$ cat src/rtl/regfile_pkg.sv
// ----------------------------------------------------------------------------
// regfile_pkg
//   Shared constants for the 32x32 register file and its write-back
//   scheduler: address and data widths, the register count, the hardwired
//   zero register, and a helper that turns a register address into a
//   one-hot bitmap position.
// ----------------------------------------------------------------------------
package regfile_pkg;

    localparam int AW    = 5;          // register address width
    localparam int DW    = 32;         // register data width
    localparam int NREGS = 1 << AW;    // number of architectural registers

    localparam logic [AW-1:0] REG_X0 = '0;  // hardwired-zero register

    // One-hot bitmap position of a register address.
    function automatic logic [NREGS-1:0] reg_bit(input logic [AW-1:0] addr);
        return NREGS'(1) << addr;
    endfunction

endpackage

$ cat src/rtl/regfile_wb_sched_rr_arbiter.sv
// ----------------------------------------------------------------------------
// rr_arbiter
//   Round-robin arbiter with a one-hot grant.
//   Ports:
//     clk       clock
//     rst       synchronous active-high reset (requester 0 gets top priority)
//     req_i     request vector, one bit per requester
//     accept_i  strobe: the current grant was taken, move priority past it
//     gnt_o     one-hot (or zero) grant, combinational from req_i and state
//
//   The round-robin pointer is held as a thermometer mask of the requesters
//   that currently rank above the wrap-around point. The lowest masked
//   request wins; if nothing is masked the lowest raw request wins. After
//   a grant to requester g the mask keeps only bits strictly above g, so
//   priority restarts at g+1 and wraps to 0 once the mask empties.
// ----------------------------------------------------------------------------
module rr_arbiter #(
    parameter int NREQ = 2
) (
    input  logic            clk,
    input  logic            rst,
    input  logic [NREQ-1:0] req_i,
    input  logic            accept_i,
    output logic [NREQ-1:0] gnt_o
);

    localparam logic [NREQ-1:0] ONE = NREQ'(1);

    logic [NREQ-1:0] mask_q;
    logic [NREQ-1:0] mask_d;
    logic [NREQ-1:0] masked_req;
    logic [NREQ-1:0] pick_src;

    always_comb begin
        // NOTE: every signal written here gets a default first, so no path
        // leaves it unassigned and no latch is inferred.
        masked_req = req_i & mask_q;
        pick_src   = (|masked_req) ? masked_req : req_i;
        // Isolate the lowest set bit: x & -x.
        gnt_o      = pick_src & (~pick_src + ONE);
        mask_d     = mask_q;
        if (accept_i) begin
            // Bits strictly above the granted one: ~(g | (g - 1)).
            mask_d = ~(gnt_o | (gnt_o - ONE));
        end
    end

    // NOTE: sequential state uses non-blocking assignments so every flop
    // samples the pre-edge values of its inputs.
    always_ff @(posedge clk) begin
        if (rst) begin
            mask_q <= '1;
        end else begin
            mask_q <= mask_d;
        end
    end

endmodule

$ cat src/rtl/regfile_wb_sched.sv
// ----------------------------------------------------------------------------
// regfile_wb_sched
//   Write-back scheduler for the 32x32 two-read/one-write register file.
//   Shares the single regfile write port among NREQ requesters (round-robin,
//   valid/ready), registers the winning write for one cycle, and keeps a
//   pending-write scoreboard so the issue stage can stall on RAW/WAW.
//   Ports:
//     clk, rst                 clock, synchronous active-high reset
//     req_valid / req_ready    per-requester handshake (ready one-hot or 0)
//     req_addr / req_data      packed per-requester address and data
//     rf_we/rf_waddr/rf_wdata  registered regfile write port
//     alloc_valid/alloc_addr   issue stage marks a destination as pending
//     alloc_ready              allocation accepted (stalls on pending reg)
//     chk_addr1/2, chk_busy1/2 combinational pending lookups (x0 never busy)
// ----------------------------------------------------------------------------
module regfile_wb_sched
    import regfile_pkg::*;
#(
    parameter int NREQ = 2
) (
    input  logic                 clk,
    input  logic                 rst,
    input  logic [NREQ-1:0]      req_valid,
    output logic [NREQ-1:0]      req_ready,
    input  logic [NREQ*AW-1:0]   req_addr,
    input  logic [NREQ*DW-1:0]   req_data,
    output logic                 rf_we,
    output logic [AW-1:0]        rf_waddr,
    output logic [DW-1:0]        rf_wdata,
    input  logic                 alloc_valid,
    input  logic [AW-1:0]        alloc_addr,
    output logic                 alloc_ready,
    input  logic [AW-1:0]        chk_addr1,
    input  logic [AW-1:0]        chk_addr2,
    output logic                 chk_busy1,
    output logic                 chk_busy2
);

    // ------------------------------------------------------------------
    // Arbitration
    // ------------------------------------------------------------------
    logic [NREQ-1:0] gnt;
    logic            accept;

    rr_arbiter #(
        .NREQ (NREQ)
    ) u_arb (
        .clk      (clk),
        .rst      (rst),
        .req_i    (req_valid),
        .accept_i (accept),
        .gnt_o    (gnt)
    );

    // Ready never depends on downstream: the output register accepts one
    // write every cycle, so the grant is the ready.
    assign req_ready = rst ? '0 : gnt;
    assign accept    = |(req_valid & req_ready);

    // ------------------------------------------------------------------
    // Winner select
    // ------------------------------------------------------------------
    logic [AW-1:0] sel_addr;
    logic [DW-1:0] sel_data;

    always_comb begin
        sel_addr = '0;
        sel_data = '0;
        for (int i = 0; i < NREQ; i++) begin
            if (req_ready[i]) begin
                sel_addr = req_addr[i*AW +: AW];
                sel_data = req_data[i*DW +: DW];
            end
        end
    end

    // ------------------------------------------------------------------
    // Registered write port
    // ------------------------------------------------------------------
    logic          we_q,    we_d;
    logic [AW-1:0] waddr_q, waddr_d;
    logic [DW-1:0] wdata_q, wdata_d;

    always_comb begin
        // A transfer to x0 is consumed here: it completes the handshake but
        // never reaches the regfile.
        we_d    = accept & (sel_addr != REG_X0);
        waddr_d = we_d ? sel_addr : waddr_q;
        wdata_d = we_d ? sel_data : wdata_q;
    end

    // ------------------------------------------------------------------
    // Pending-write scoreboard
    // ------------------------------------------------------------------
    logic [NREGS-1:0] pending_q, pending_d;
    logic [NREGS-1:0] set_vec, clr_vec;
    logic             alloc_fire;

    assign alloc_ready = ~rst & ((alloc_addr == REG_X0) | ~pending_q[alloc_addr]);
    assign alloc_fire  = alloc_valid & alloc_ready & (alloc_addr != REG_X0);

    always_comb begin
        set_vec = alloc_fire ? reg_bit(alloc_addr) : '0;
        // Clear when the regfile captures the data, i.e. on the cycle the
        // registered write is presented, not when the transfer is accepted.
        clr_vec = we_q ? reg_bit(waddr_q) : '0;
        // Set and clear never target the same register: alloc stalls while
        // the bit is pending, so applying both independently is safe.
        pending_d = (pending_q & ~clr_vec) | set_vec;
    end

    // The bitmap is a plain flop vector, not a memory, so it takes the
    // synchronous reset like the rest of the state. Bit 0 is never set.
    always_ff @(posedge clk) begin
        if (rst) begin
            we_q      <= 1'b0;
            waddr_q   <= '0;
            wdata_q   <= '0;
            pending_q <= '0;
        end else begin
            we_q      <= we_d;
            waddr_q   <= waddr_d;
            wdata_q   <= wdata_d;
            pending_q <= pending_d;
        end
    end

    assign rf_we    = we_q;
    assign rf_waddr = waddr_q;
    assign rf_wdata = wdata_q;

    assign chk_busy1 = (chk_addr1 != REG_X0) & pending_q[chk_addr1];
    assign chk_busy2 = (chk_addr2 != REG_X0) & pending_q[chk_addr2];

endmodule

$ cat config.mk
export PLATFORM = sky130hd
export DESIGN_NAME = regfile_wb_sched
export DESIGN_NICKNAME = d
export VERILOG_FILES = /design/src/rtl/regfile_pkg.sv /design/src/rtl/regfile_wb_sched_rr_arbiter.sv /design/src/rtl/regfile_wb_sched.sv
export SDC_FILE = /design/constraint.sdc
export NUM_CORES = 1
export LEC_CHECK = 0
export ABC_AREA = 1
export CORE_MARGIN = 2
export CORE_UTILIZATION = 49
export CTS_BUF_LIST = sky130_fd_sc_hd__clkbuf_4 sky130_fd_sc_hd__clkbuf_8
export CTS_CLUSTER_SIZE = 10
export DETAILED_ROUTE_END_ITERATION = 6
export PLACE_DENSITY = 0.9
export SLEW_MARGIN = 20
export SYNTH_ARGS = -nofsm -noshare
export SYNTH_HDL_FRONTEND = slang
export SYNTH_SLANG_ARGS = --single-unit
$ cat constraint.sdc
create_clock -name clk -period 2.7 [get_ports clk]
set_input_delay 0.675 -clock clk [delete_from_list [all_inputs] [get_ports clk]]
set_output_delay 0.675 -clock clk [all_outputs]
set_load 0.005 [all_outputs]
[Word level (Yosys, flattened, before mapping)]
Index checks and enable logic that the tools add are counted.
Cells by class
  $add $sub $neg: 2
  multiplexer cells: 14
  magnitude comparators: 3
  bitwise operators: 18
  reduce and logical (&&, ||, !) cells: 7
  shift operators: 2
Operators by type and width (count)
  32-bit 2-to-1 mux: 4
  1-bit by 5-bit << shifter with 32-bit output, first input constant: 2
  32-bit bitwise AND: 1
  32-bit NOT: 1
  32-bit OR: 1
  5-bit nonzero test: 4
  5-bit by 6-bit < comparator with 1-bit output, second input constant: 3
  1-bit binary-select mux with 5-bit select: 3
  5-bit 2-to-1 mux: 2
  1-bit bitwise AND: 6
  2-bit bitwise AND: 3
  5-bit zero test: 1
  2-bit 2-to-1 mux: 2
  2-bit NOT: 2
  2-bit OR reduction: 2
  1-bit 2-to-1 mux: 3
  2-bit by 1-bit adder with 2-bit output, second input constant: 1
  1-bit NOT: 2
  2-bit OR: 1
  2-bit by 1-bit subtractor with 2-bit output, second input constant: 1
  1-bit OR: 1
Word-level totals
  bits of input ports: 94
  output and inout bits: 43
  register bits: 72
  word-level logic and storage cells: 51

[Logic depth before layout (Yosys ltp)]
Gate-level depths: netlist of the first run.
  word-level depth: 11
  mapped depth: 16
  gate-level depth less buffers: 14

[Hierarchy]
A second synthesis of the first run with hierarchy kept.
Second synthesis, totals
  cells, all modules: 648
  area total of the unflattened synthesis: 4295.4 sq um
Modules (own cells, without submodules)
  regfile_wb_sched: seq. area each 1401.3 sq um, area an instance 4204.0 sq um, times used 1, cells each 635
  rr_arbiter: seq. area each 40.0 sq um, area an instance 91.3 sq um, times used 1, cells each 13

[Worst setup path before layout of the first run]
No wires, ideal clock.
  path kind: input-to-output
  start: in chk_addr1[0]
  end: out chk_busy1
  arrival: 1.739 ns
  stages: 7
  path slack: 0.286 ns
  buffers on the path: 2
  required time: 2.025 ns
  path through: clkbuf_1 > clkbuf_1 > o21ai_0 > o21ai_0 > nand3_1 > nand4_1 > a21boi_0
Between the ends
  word-level cells in the longest chain between the ends: 3
  elaborated cells between the ends (all ways): 4
  those cells by class: mux (2); bitwise (1); reduce/logical (1)
Ends and longest elaborated chain
  from (decl): RTL line regfile_wb_sched.sv:33  | input logic [AW-1:0] chk_addr1,
  1-bit binary-select mux with 5-bit select: RTL line regfile_wb_sched.sv:132  | assign chk_busy1 = (chk_addr1 != REG_X0) & pending_q[chk_addr1];
  1-bit 2-to-1 mux (implied by the code): RTL line regfile_wb_sched.sv:132
  1-bit bitwise AND (*): RTL line regfile_wb_sched.sv:132
  to (decl): RTL line regfile_wb_sched.sv:35  | output logic chk_busy1,
Mark *: on every way between the ends. The rest lies on a longest branch, timed or not. The select of a mux whose other input is x is not followed.

[Worst setup path in the final report of the first run]
  start: in rst
  end: out req_ready[0]
Between the ends
  word-level cells in the longest chain between the ends: 1
Ends and longest elaborated chain
  from (decl): RTL line regfile_wb_sched.sv:22  | input logic rst,
  2-bit 2-to-1 mux: RTL line regfile_wb_sched.sv:57  | assign req_ready = rst ? '0 : gnt;
  to (decl): RTL line regfile_wb_sched.sv:24  | output logic [NREQ-1:0] req_ready,
Every way passes these cells.

==> impl_metrics.ini, run 1 <==
[final_layout]
nNetsFinal = 935
fin_util_pct = 71.8
drive_above_1_share_pct = 11.5
instances_no_fill = 954
syn_to_final_growth_pct = 42.2
antenna_cells = 0

[timing]
slew_violations = 0
rsz0062_at_grt = no
fin_crit_ns = 2.64
setup_tns_ns = 0
max_slew.worst_pin.slew_ns = 0.578
worst_slack_ns = 0.0552
finalHoldViolations = 0
finClkSkew_ns = 0.0153
setup_viol = 0
fmax_mhz = 378
finalCritPeriodShare_pct = 98.0
slew_headroom_pct = 61.4

[route]
routed_wl_um = 15800
first_pass_iters = 5
drt_iter0_markers = 558
via_per_inst = 5.74
wire_per_inst_um = 16.5
drc = 0
vias = 5477
ant_nets = 0

[clocking]
cts_tree = done
cts_setup_buffers = 0
cts_max_level = 3
clockRootBuffer = clkbuf_8
clkTransAtPathRegs_ns = 0.07
clock_path_buffers = 2
clkLatencyLatePin_ns = 0.36
cts_buffers = 9
cts.sinks = 72

[place]
gp_congestion = 1.05
post-dp-hpwl_um = 11800
io_buffers = 136
dp_slack_ns = -0.610
dp_cells = 934

[logic_synthesis]
ys_ff_latch = 72
synth_area_leader_cell = dfxtp_1
synth_top_cell_area_share_pct = 32.7
syn_inst = 698
synth_nets = 792
netlist_area_mm2 = 0.00440
async_flop_share_pct = 0
ys_types = 33
syn_avg_cell_area_um2 = 6.31
yosysWarningCount = 0
synth_edf_count = 0
yosys-top-cells-area = dfxtp_1 33%, nand2_1 15%, o21ai_0 9.7%
synthFlopType = dfxtp_1
synth.most_common_cell = nand2_1
netlist_top_cells_count = 176 x nand2_1, 91 x nor2_1, 85 x o21ai_0
yosysSeqAreaShare_pct = 32.7

[global_routing]
grt_pass1_wl_um = 25300
grt_max_degree = 37
grt_usage_pct = 32.0
grt_pass1_vias = 5212
antenna_found_initial = 0
grt_overflow = 0

[outcome]
outcome = finished clean

[critical_path]
path_max_fanout = 5
criticalPathCategory = input port to output port
cp_top_family = buffers and inverters
crit_buf_inv = 4
critPathLaunchType = input port
arrival_ns = 1.97
crit_path_top_delay_cell = clkdlybuf4s50_1
cp_cell_sequence = clkdlybuf4s50_1 > inv_2 > nand3_4 > inv_2 > clkdlybuf4s50_1
crit_required_ns = 2.03
slowest_delay_ns = 0.54
endpoint_kind = output port

[floorplanning]
dieArea_mm2 = 0.00976
start_util_pct = 50.5
num_rows = 34
core_mm2 = 0.00872
ios = 137
die_h_um = 98.8
die_w_um = 98.8

[job]
max_cap_violations = 0

[pwr]
ir_drop_uv = 352
seqPwrFrac_pct = 40.2
p_total_mw = 2.93
power.share.combinational_pct = 27.2
p_clk_share_pct = 32.6
power_density_mw_per_mm2 = 468
netSwitchingPower_mw = 0.881
p_leak_nw = 2.58
sw_frac_of_total_pct = 30.1
internal_power_mw = 2.05

[hold_path]
hold_class = flip-flop to flip-flop
[flip-flops by register name (all words and copies together) (netlist names)]
register      cells
pending_q        32
rf_waddr          5
rf_wdata         32
rf_we             1
u_arb.mask_q      2
[metal layers]
metal / up-vias / wire (um) / GRT usage, %
li1: 2631 / - / -
met1: 2430 / 5980 / 37.2
met2: 339 / 7390 / 55.2
met3: 77 / 1500 / 7.52
met4: 0 / 880 / 15.5
met5: - / 0 / 0
[per-stage QoR]
stage / hold slack (ns) / instance area, um^2
floorplan: 0.440 / 4400
global placement: 0.447 / 5960
detailed placement: 0.465 / 5960
CTS: 0.482 / 6240
global route: 0.512 / 6260
finish: 0.480 / 6260
[tightest hold or removal path: cells and delay by family, from the launching register on]
kind | cells | cell delay (ns)
DFF | 1 | 0.32
and+or+nand+nor | 2 | 0.12
[cell usage in the layout, fill, tap and decap left out, types with 5 or more instances in the layout]
cell type,count
o21ai_0,78
nand3_1,25
buf_4,34
nand2_1,175
inv_2,5
buf_6,5
nor2_1,90
inv_1,30
a21oi_1,51
nand4_1,37
o21ai_1,27
dlygate4sd2_1,6
buf_2,5
o211ai_1,6
nand2_2,5
clkbuf_8,9
clkdlybuf4s50_1,123
dfxtp_1,72
nor3_1,19
[power groups by stage]
stage / Sequential (mW) / Clock, mW / Combinational, mW
detailed placement: 1.20 / 0 / 0.773
floorplan: 1.20 / 0 / 0.379
finish: 1.18 / 0.957 / 0.797
global route: 1.19 / 0.985 / 0.865
CTS: 1.18 / 0.947 / 0.787
global placement: 1.20 / 0 / 0.759
[cell type report]
| type | instances | area (um^2) |
|---|---|---|
| fillers | 689 | 2460 |
| clock inverters | 7 | 95.1 |
| multi-input cells | 537 | 2530 |
| clock buffers | 9 | 124 |
| inverters | 39 | 158 |
| repair buffers | 182 | 1780 |
| flip-flops and latches | 72 | 1440 |
| well taps | 108 | 135 |
[repair_timing]
| action | 4_1_cts | 5_1_grt |
|---|---|---|
| pin swaps | 4 | 6 |
| hold buffers | 0 | 0 |
| gates resized for setup | 39 | 15 |
| cloned | 2 | 2 |
| endpoints found under the setup margin | 4 | 3 |
[path summary, 6_finish.rpt]
| kind | startpoint | endpoint | slack [ns] | depth (start not counted) |
|---|---|---|---|---|
| setup / recovery | rst | req_ready[0] | 0.06 | 5 |
| hold / removal | u_arb.mask_q[0] | u_arb.mask_q[0] | 0.48 | 2 |
| setup reg to reg | u_arb.mask_q[1] | rf_wdata[31] | 0.74 | 15 |
| hold reg to reg | u_arb.mask_q[0] | u_arb.mask_q[0] | 0.48 | 2 |
[logic make-up after synthesis]
kind of cell | Yosys count | synth area share (%)
AND/OR/NAND/NOR | 362 | 36.1
AO/OA/AOI/OAI | 175 | 20.7
flip-flops | 72 | 32.7
buffers and inverters | 89 | 10.5
Note: power is estimated with default switching activity, not from simulation.
==> inputs of run 2 (changes only) <==
--- a/config.mk
+++ b/config.mk
@@ -6,6 +6,7 @@
 export NUM_CORES = 1
 export LEC_CHECK = 0
 export ABC_AREA = 1
+export CAP_MARGIN = 20
 export CORE_MARGIN = 2
 export CORE_UTILIZATION = 49
 export CTS_BUF_LIST = sky130_fd_sc_hd__clkbuf_4 sky130_fd_sc_hd__clkbuf_8
==> constraint.sdc (replaced) <==
create_clock -name clk -period 2.6 [get_ports clk]
set_input_delay 0.65 -clock clk [delete_from_list [all_inputs] [get_ports clk]]
set_output_delay 0.65 -clock clk [all_outputs]
set_load 0.005 [all_outputs]
==> impl_metrics.ini, run 2 (same netlist as run 1, synthesis figures left out) <==
[clocking]
cts_tree = done
clkLatencyLatePin_ns = 0.35
clkTransAtPathRegs_ns = 0.07
clock_path_buffers = 2
cts_max_level = 3
clockRootBuffer = clkbuf_8
cts.sinks = 72
cts_buffers = 9

[pwr]
internal_power_mw = 1.97
seqPwrFrac_pct = 42.6
p_total_mw = 2.88
power_density_mw_per_mm2 = 457
sw_frac_of_total_pct = 31.5
p_clk_share_pct = 28.1
p_leak_nw = 2.60
netSwitchingPower_mw = 0.905
ir_drop_uv = 284
power.share.combinational_pct = 29.2

[final_layout]
antenna_cells = 0
drive_above_1_share_pct = 13.0
layout_commonest_cell = nand2_1
nNetsFinal = 946
final_cell_mix = 175 x nand2_1, 122 x clkdlybuf4s50_1, 88 x nor2_1
syn_to_final_growth_pct = 43.1
fin_util_pct = 72.3

[timing]
rsz0062_at_grt = yes
slew_headroom_pct = 60.8
whs_ns = 0.471
finalCritPeriodShare_pct = 98.3
fin_crit_ns = 2.55
finClkSkew_ns = 0.00661
setup_viol = 0
fmax_mhz = 391
max_slew.worst_pin.slew_ns = 0.587
finalHoldViolations = 0
slew_violations = 0

[floorplanning]
start_util_pct = 50.5
ios = 137
num_rows = 34
core_mm2 = 0.00872
die_w_um = 98.8
dieArea_mm2 = 0.00976
die_h_um = 98.8

[global_routing]
grt_pass1_wl_um = 25600
grt_overflow = 0
antenna_found_initial = 0
grt_pass1_vias = 5343
grt_max_degree = 37
grt_usage_pct = 32.3

[hold_path]
hold_class = flip-flop to flip-flop
min-delay-start = u_arb.mask_q[1]
whs_path_depth = 2
min_delay_worst_endpoint = u_arb.mask_q[1]

[critical_path]
cp_top_family = buffers and inverters
critPathLaunchType = input port
slowest_delay_ns = 0.28
crit_path_top_delay_cell = bufbuf_16
criticalPathCategory = input port to output port
reg2reg_from = u_arb.mask_q[1]
crit_required_ns = 1.95
crit_buf_inv = 3
path_max_fanout = 13
arrival_ns = 1.90
r2r_end = rf_wdata[1]
ff2ff_path_depth = 15
rrSetupSlack_ns = 0.51
endpoint_kind = output port
cp_cell_sequence = buf_4 > bufbuf_16 > a21oi_2 > o21ai_1 > o21ai_0 > nand3_1 > nand4_1 > a21boi_2 > clkdlybuf4s15_2

[route]
drt_iter0_markers = 742
wire_per_inst_um = 16.2
first_pass_iters = 6
vias = 5521
routed_wl_um = 15600
via_per_inst = 5.72
ant_nets = 0
drc = 0

[place]
io_buffers = 136
post-dp-hpwl_um = 11300
gp_congestion = 1.05

[job]
max_cap_violations = 0

[outcome]
outcome = finished clean
==> run 2: per-stage QoR <==
stage,TNS (ns),worst slack [ns],instances,cell area (um^2)
after floorplan,0,0.236,698,4400
after detailed placement,-5.96,-0.645,933,5930
after global routing,-0.0103,-0.0103,965,6300
after CTS,-0.0229,-0.0229,961,6260
after global placement,-2.09,-0.581,933,5930
final,0,0.0452,965,6300
==> run 2: worst reg2reg max path: cells and delay by family, from the launching register on <==
| family | cells | cell delay (ns) |
|---|---|---|
| AOI/OAI and AO/OA | 1 | 0.27 |
| buffers and inverters | 4 | 0.48 |
| DFF | 1 | 0.33 |
| and+or+nand+nor | 10 | 0.88 |
==> run 2: worst max-delay path by stage <==
stage | start | end | slack, ns | cells after the start
after CTS | chk_addr1[0] | chk_busy1 | -0.02 | 9
after floorplan | chk_addr1[0] | chk_busy1 | 0.24 | 7
after detailed placement | chk_addr1[0] | chk_busy1 | -0.65 | 9
final | chk_addr1[0] | chk_busy1 | 0.05 | 9
after global placement | chk_addr2[0] | chk_busy2 | -0.58 | 10
after global routing | chk_addr1[0] | chk_busy1 | -0.01 | 10
==> run 2: final cells by class <==
cell class | instances | area (um^2)
clock buffer | 10 | 138
clock inverter | 6 | 43.8
fill | 642 | 2420
inverter | 39 | 161
multi-input combinational | 537 | 2530
sequential | 72 | 1440
tap | 108 | 135
timing repair buffer | 193 | 1850
==> run 2: metal layers <==
metal / vias to the layer above / share of wire, % / track usage (%)
li1: 2641 / - / -
met1: 2439 / 37 / 38.7
met2: 357 / 48 / 54.4
met3: 84 / 10 / 7.30
met4: 0 / 5.1 / 16.3
met5: - / 0 / 0
==> run 2: power groups by stage <==
stage / clock network [mW] / logic [mW] / registers, mW
after floorplan: 0 / 0.394 / 1.24
after global placement: 0 / 0.771 / 1.25
after detailed placement: 0 / 0.793 / 1.25
after CTS: 0.822 / 0.820 / 1.23
after global routing: 0.866 / 0.912 / 1.24
final: 0.808 / 0.841 / 1.23
==> run 2: timing repair <==
item                       CTS  global route
setup endpoints to repair    5             3
gates cloned                 5             1
resized for setup           47            23
setup buffers                7             3
pin swaps                    4             9
hold buffers                 0             0
